[config.mk]
export PLATFORM = sky130hd
export DESIGN_NAME = qdr_pingpong_scheduler
export DESIGN_NICKNAME = d
export VERILOG_FILES = /design/src/rtl/qdr_pingpong_scheduler.sv
export SDC_FILE = /design/constraint.sdc
export NUM_CORES = 1
export LEC_CHECK = 0
export CAP_MARGIN = 20
export CORE_ASPECT_RATIO = 1.2
export CORE_MARGIN = 2
export CORE_UTILIZATION = 50
export CTS_BUF_LIST = sky130_fd_sc_hd__clkbuf_16
export DETAILED_ROUTE_END_ITERATION = 12
export GPL_ROUTABILITY_DRIVEN = 1
export PLACE_DENSITY = 0.85
export SYNTH_ARGS = -nofsm -noshare
export SYNTH_HDL_FRONTEND = slang
export SYNTH_SLANG_ARGS = --single-unit
[constraint.sdc]
create_clock -name qdr_user_clk -period 3.4 [get_ports qdr_user_clk]
set_input_delay 0.51 -clock qdr_user_clk [delete_from_list [all_inputs] [get_ports qdr_user_clk]]
set_output_delay 0.51 -clock qdr_user_clk [all_outputs]
set_load 0.05 [all_outputs]
[src/rtl/qdr_pingpong_scheduler.sv]
// qdr_pingpong_scheduler
// Bank scheduler for the QDR frame buffer. The QDR address space is split into
// two frame banks (bank 0 at address 0, bank 1 at BANK_WORDS). Each bank moves
// through the lifecycle FREE -> WRITING -> FULL -> READING -> FREE. The writer
// gets a bank on request, and filled banks go to the reader oldest first. The
// frame tag written with a bank is returned when that bank is dispatched. A slow
// reader stalls the writer rather than letting it overwrite an unread bank.
//
// Handshakes: wr_req is a level that the writer holds until the one-cycle
// wr_grant pulse. wr_done and rd_done are one-cycle pulses. They count only
// while wr_active / rd_active is set; otherwise they are ignored and set
// seq_err. rd_start is a one-cycle pulse. rd_base_addr and rd_tag are valid
// with it and hold until the next dispatch.
//
// Ports:
//   qdr_user_clk, rst_n           clock, async active-low reset
//   phy_init_done                 gates new grants and dispatches
//   wr_req, wr_tag, wr_done       writer request / frame tag / bank written
//   wr_grant, wr_base_addr        bank granted / its base address
//   wr_active                     a bank is in WRITING
//   rd_start, rd_base_addr, rd_tag  read dispatched / base / stored tag
//   rd_done, rd_active            bank fully read / a bank is in READING
//   stall                         writer waiting with no FREE bank
//   frames_written, frames_read   valid done-pulse counters (wrap)
//   seq_err                       sticky protocol-error flag
module qdr_pingpong_scheduler #(
  parameter int BANK_WORDS = 524288,
  parameter int ADDR_W     = 20,
  parameter int TAG_W      = 5,
  parameter int CNT_W      = 16
) (
  input  logic              qdr_user_clk,
  input  logic              rst_n,
  input  logic              phy_init_done,
  input  logic              wr_req,
  input  logic [TAG_W-1:0]  wr_tag,
  input  logic              wr_done,
  output logic              wr_grant,
  output logic [ADDR_W-1:0] wr_base_addr,
  output logic              wr_active,
  output logic              rd_start,
  output logic [ADDR_W-1:0] rd_base_addr,
  output logic [TAG_W-1:0]  rd_tag,
  input  logic              rd_done,
  output logic              rd_active,
  output logic              stall,
  output logic [CNT_W-1:0]  frames_written,
  output logic [CNT_W-1:0]  frames_read,
  output logic              seq_err
);

  localparam logic [ADDR_W-1:0] BANK1_BASE = ADDR_W'(BANK_WORDS);

  typedef enum logic [1:0] {
    BANK_FREE    = 2'd0,
    BANK_WRITING = 2'd1,
    BANK_FULL    = 2'd2,
    BANK_READING = 2'd3
  } bank_state_t;

  bank_state_t      bank_state [2];
  logic [TAG_W-1:0] bank_tag   [2];
  logic             last_wr_bank;
  logic             wr_bank;
  logic             rd_bank;

  // Order of filled banks. At most two banks can be FULL, so two entries
  // are always enough.
  logic             fifo_q [2];
  logic [1:0]       fifo_cnt;

  logic wr_done_ok;
  logic rd_done_ok;
  logic any_free;
  logic grant;
  logic dispatch;
  logic grant_bank;
  logic pop_bank;

  // Every decision uses the state from before the edge. A bank freed by
  // rd_done therefore becomes grantable one edge later.
  assign wr_done_ok = wr_done & wr_active;
  assign rd_done_ok = rd_done & rd_active;
  assign any_free   = (bank_state[0] == BANK_FREE) | (bank_state[1] == BANK_FREE);
  assign grant      = wr_req & phy_init_done & ~wr_active & any_free;
  assign dispatch   = phy_init_done & ~rd_active & (fifo_cnt != 2'd0);
  // Alternate banks when possible, otherwise reuse the bank just written.
  assign grant_bank = (bank_state[~last_wr_bank] == BANK_FREE) ? ~last_wr_bank : last_wr_bank;
  assign pop_bank   = fifo_q[0];
  assign stall      = wr_req & ~wr_active & ~any_free;

  always_ff @(posedge qdr_user_clk or negedge rst_n) begin
    if (!rst_n) begin
      for (int i = 0; i < 2; i++) begin
        bank_state[i] <= BANK_FREE;
        bank_tag[i]   <= '0;
        fifo_q[i]     <= 1'b0;
      end
      fifo_cnt       <= 2'd0;
      last_wr_bank   <= 1'b1;
      wr_bank        <= 1'b0;
      rd_bank        <= 1'b0;
      wr_grant       <= 1'b0;
      wr_base_addr   <= '0;
      wr_active      <= 1'b0;
      rd_start       <= 1'b0;
      rd_base_addr   <= '0;
      rd_tag         <= '0;
      rd_active      <= 1'b0;
      frames_written <= '0;
      frames_read    <= '0;
      seq_err        <= 1'b0;
    end else begin
      wr_grant <= grant;
      rd_start <= dispatch;

      // grant requires !wr_active and wr_done_ok requires wr_active, so the
      // two cannot happen together. The same holds for dispatch and rd_done_ok.
      if (grant) begin
        bank_state[grant_bank] <= BANK_WRITING;
        wr_bank                <= grant_bank;
        last_wr_bank           <= grant_bank;
        wr_base_addr           <= grant_bank ? BANK1_BASE : '0;
        wr_active              <= 1'b1;
      end

      if (wr_done_ok) begin
        bank_state[wr_bank] <= BANK_FULL;
        bank_tag[wr_bank]   <= wr_tag;
        wr_active           <= 1'b0;
        frames_written      <= frames_written + CNT_W'(1);
      end

      if (dispatch) begin
        bank_state[pop_bank] <= BANK_READING;
        rd_bank              <= pop_bank;
        rd_base_addr         <= pop_bank ? BANK1_BASE : '0;
        rd_tag               <= bank_tag[pop_bank];
        rd_active            <= 1'b1;
      end

      if (rd_done_ok) begin
        bank_state[rd_bank] <= BANK_FREE;
        rd_active           <= 1'b0;
        frames_read         <= frames_read + CNT_W'(1);
      end

      unique case ({wr_done_ok, dispatch})
        2'b10: begin
          fifo_q[fifo_cnt[0]] <= wr_bank;
          fifo_cnt            <= fifo_cnt + 2'd1;
        end
        2'b01: begin
          fifo_q[0] <= fifo_q[1];
          fifo_cnt  <= fifo_cnt - 2'd1;
        end
        2'b11: begin
          // The oldest entry leaves and the new one goes behind any survivor.
          if (fifo_cnt == 2'd1) begin
            fifo_q[0] <= wr_bank;
          end else begin
            fifo_q[0] <= fifo_q[1];
            fifo_q[1] <= wr_bank;
          end
        end
        default: ;
      endcase

      if ((wr_done & ~wr_active) | (rd_done & ~rd_active)) begin
        seq_err <= 1'b1;
      end
    end
  end

endmodule
Word-level counts from Yosys, hierarchy flattened
Cells that the tools add are included.
{"block": "word_totals", "regBits": 103, "inputBits": 11, "out_inout_bits": 83}
{"block": "classes", "add_sub_neg": 4, "n_lt_le_gt_ge": 11, "eq_ne": 5, "mux": 36, "n_bitwise": 32, "n_reduce_logical": 15}
{"op": "$mux 20", "n": 2}
{"op": "$add 16x1->16 const B", "n": 2}
{"op": "$mux 5", "n": 4}
{"op": "$mux 4", "n": 4}
{"op": "$mux 2", "n": 7}
{"op": "$ge 2x2->1 const B", "n": 6}
{"op": "$not 1->2", "n": 6}
{"op": "$and 1x1->1", "n": 11}
{"op": "$bwmux 10", "n": 1}
{"op": "$lt 2x1->1 const B", "n": 5}
{"op": "$reduce_bool 2->1", "n": 5}
{"op": "$demux 2 s1", "n": 4}
{"op": "$mux 1", "n": 8}
{"op": "$logic_not 2->1", "n": 3}
{"op": "$demux 5 s1", "n": 1}
{"op": "$logic_and 1x1->1", "n": 5}
{"op": "$and 2x2->2", "n": 2}
{"op": "$and 4x4->4", "n": 1}
{"op": "$eq 2x1->1 const B", "n": 2}
{"op": "$eq 2x2->1 const B", "n": 2}
{"op": "$not 1->1", "n": 4}
{"op": "$not 2->2", "n": 2}
{"op": "$not 4->4", "n": 1}
{"op": "$or 2x2->2", "n": 2}
{"op": "12 further kinds", "n": 13}

Longest topological paths before layout
{"block": "logic_depth", "ltp_word": 21, "ltp_mapped": 10}

Least setup slack after synthesis
Ideal clock, no wire load.
{"block": "synth_timing", "kind": "reg2out", "startpoint": "reg wr_active", "endpoint": "out stall", "arrival_time_ps": 1861, "t_required_ps": 2890, "path_slack_ps": 1029, "path_stages_with_launch": 2, "path_buffers": 0, "cell_sequence": "dfrtp_1 -> nor3b_1"}
{"block": "synth_between", "elab_chain_cells": 3}
{"element": "start: declaration", "line": "40", "text": "output logic wr_active,"}
{"element": "start signal: assignment", "line": "105", "text": "wr_active <= 1'b0;"}
{"element": "start signal: assignment", "line": "124", "text": "wr_active <= 1'b1;"}
{"element": "start signal: assignment", "line": "130", "text": "wr_active <= 1'b0;"}
{"element": "$not 1->1", "line": "90", "text": "assign stall = wr_req & ~wr_active & ~any_free;"}
{"element": "$and 1x1->1 (2 in series)", "line": "90"}
{"element": "end: declaration", "line": "46", "text": "output logic stall,"}
No other way between the ends.

Worst setup path after layout
{"block": "layout_timing", "startpoint": "in wr_req", "endpoint": "out stall"}
{"block": "layout_between", "elab_chain_cells": 2}
{"element": "start: declaration", "line": "35", "text": "input logic wr_req,"}
{"element": "$and 1x1->1 (2 in series)", "line": "90"}
No other way between the ends.

==> results by group <==
Timing
  • Peak Freq: around 0.39 GHz
  • Tmin final: between 2 and 3 ns
  • Final Setup Violations: 0
  • Setup Skew: 0.006391 ns
  • Final hold vios: 0
  • RSZ-0062 raised after global routing: no
  • Setup TNS Final: 0 ns
  • Fin crit share: between 70% and 80%
  • Slew @ Worst Pin: roughly 0.70 ns
  • Final Max Tran Viols: 0
  • Rel. slew slack: approximately 54%

Placement
  • Input/output buffers: 55
  • Cell area after placement: about 3500 um2
  • Final HPWL DP: ~4000 um
  • Final Wtd Congestion: approximately 0.78

Synthesis
  • Most common cell in the synthesized netlist: dfrtp_1
  • Post-synth cell types: 39
  • Top FF cell, synth: dfrtp_1
  • Total number of yosys warnings: 0
  • Sequential share of the synthesized area: approximately half
  • Post-synth top area share: approximately 50%
  • Syn Area/Cell: approximately 11 um2
  • Post-synth EDFFs: 0
  • Synth area leader: dfrtp_1
  • Synth Instances: 275
  • Top cells by count, synth: dfrtp_1, buf_4, nand2_1
  • Largest cells by area after synthesis: dfrtp_1, buf_4, xnor2_1, mux2_2, xor2_1
  • Synthesized cell area: about 3100 um2
  • Post-synthesis sequential element count: 63
  • Post-synth ARST share: 100.0%

Worst setup path
  • Critical Path RT: 2.89 ns
  • Critical path's most frequent cell: clkdlybuf4s50_1
  • Crit path from: wr_req
  • Critical path cell sequence: clkdlybuf4s50_1, nor3b_1, clkdlybuf4s50_1
  • Worst EP arrival: just over 2 ns
  • CP endpoint kind: output port
  • Crit-path max FO: 2
  • Startpoint Class: input port
  • Delay of the slowest critical-path stage: approximately 0.85 ns
  • Crit path kind: input port to output port
  • Critical-path top delay cell: clkdlybuf4s50_1
  • Reg2reg start: fifo_cnt[0]$_DFFE_PN0P_

Floorplan
  • Std-Cell Rows: 31
  • Die X: 75.41 um
  • Core area: roughly 6000 um2
  • DIE HEIGHT: around 90 um
  • Io pins: 94
  • Die area: 6763 um2
  • Starting Density: between 50 and 60%

Global route
  • Gr ovfl total: 0
  • Initial antenna violation count: 0
  • First-pass GRT wire length: 9080 um
  • Tot GR Track Use: a little under a fifth
  • Vias in the first global route: around 2k
  • Largest net degree at the start of global routing: 52

Drt
  • Iter 0 DRT Violations: roughly 80
  • DR pass1 iterations: 4
  • Final wirelength: 5666 um
  • Routed vias: 2096
  • Post-DRT Antenna Nets: 0
  • Vias per cell: slightly below 5
  • WL/cell: approximately 13 um
  • # DRC: 0

Clock tree
  • Clock latency on the worst-skew pair: approximately 0.32 ns
  • Inserted Clock Buffers: 9
  • CTS tree: yes
  • Clk slew on worst S/H paths: 0.05 ns
  • CTS Root Cell: clkbuf_16
  • H-tree lvl count: 3
  • Post-CTS setup buffers: 0
  • Clk sinks: between 60 and 70
  • Clk buf depth: 2
  • Hold-fix buffers, CTS: 0
  • Post-cts resize count: 0

Power and ir drop
  • Max VDD drop: approximately 570 uV
  • PwrDens: ~900 nW/um2
  • Static Leakage: 1.817 nW
  • Pwr Total: 0.003357 W

Finish
  • Layout area overhead: 25.36%
  • Nets: about 350
  • Diodes inserted: 0
  • Post-route design area: 3835 um2
  • Share of layout cells above drive strength 1: 10.88%
  • Number of fillers in the final layout: roughly 480

Run
  • Max cap viols: 0

Worst hold path
  • Hold Path Class: input port to async pin

Run status
  • Status: finished, final reports clean
power breakdown:
part | internal [W] | switching, W | leakage, nW
registers | 0.000986 | 0.000234 | 0.798
clock network | 0.000553 | 0.000300 | 0.143
logic | 0.000471 | 0.000813 | 0.876
worst max-delay path, delay by kind of cell:
| kind | cells | cell delay, ns |
|---|---|---|
| buffers and inverters | 2 | 1.31 |
| and+or+nand+nor | 1 | 0.20 |
placed cells by master (no fill, tap or decap), types with 5 or more instances in the layout:
master / synthesis / routed
mux2i_1: 5 / 5
nand2_1: 26 / 26
o21ai_0: 9 / 9
mux2_2: 13 / 13
nor2_1: 14 / 14
nand3_1: 10 / 10
clkbuf_16: 0 / 9
a21oi_1: 6 / 6
xnor2_1: 19 / 19
clkdlybuf4s50_1: 0 / 54
ha_1: 8 / 8
xor2_1: 13 / 13
conb_1: 1 / 38
dfrtp_1: 62 / 62
inv_1: 8 / 9
kinds of logic after synthesis:
group                      share of synthesized area (%)
DFF                                                51.57
buffers and inverters                              11.66
muxes                                              6.421
xor gates and xnor gates                           9.162
and+or+nand+nor                                    12.60
adders and majority gates                          3.272
AOI/OAI and AO/OA                                  5.195
other                                             0.1226
routing by layer:
metal	up-vias	wire length [um]	track usage, %
met5	-	0	0
met4	0	163	11.32
met3	16	263	4.129
met2	76	2851	28.22
met1	1034	2387	22.86
li1	970	-	-
area by class of cell:
class / instances / area, um2 / area share (%)
Tap cell: 82 / 102.6 / 2.675
Multi-Input combinational cell: 196 / 1264 / 32.95
Clock inverter: 7 / 55.05 / 1.436
Sequential cell: 63 / 1578 / 41.14
Clock buffer: 9 / 225.2 / 5.873
Inverter: 8 / 30.03 / 0.7830
Timing Repair Buffer: 57 / 580.6 / 15.14
worst paths after layout:
path | slack (ns) | cells after the start | end
setup / recovery | 0.87 | 3 | stall
hold / removal | 0.24 | 1 | frames_written[2]$_DFFE_PN0P_
setup reg to reg | 0.94 | 8 | fifo_q[0]$_DFFE_PN0P_
hold reg to reg | 0.46 | 1 | frames_written[15]$_DFFE_PN0P_
max in group asynchronous | 2.37 | 3 | frames_read[3]$_DFFE_PN0P_
min in group qdr_user_clk | 0.46 | 1 | frames_written[15]$_DFFE_PN0P_
registers in the layout, indices dropped and copies added, names as in the netlist, 2 cells and up:
register and flops:
bank_state 4, frames_written 16, rd_tag 5, frames_read 16, bank_tag 10, fifo_cnt 2
metrics by stage:
stage	hold WS (ns)	utilization, %	std cells	worst slack (ns)
4_1_cts	0.4490	63.74	421	0.8351
3_5_place_dp	0.4578	59.05	405	0.6648
6_report	0.2374	64.20	422	0.8675
2_1_floorplan	0.2144	-	312	1.029
3_3_place_gp	0.4598	59.05	405	0.7573
5_1_grt	0.2813	64.20	422	0.7760
Note: power is estimated with default switching activity, not from simulation.
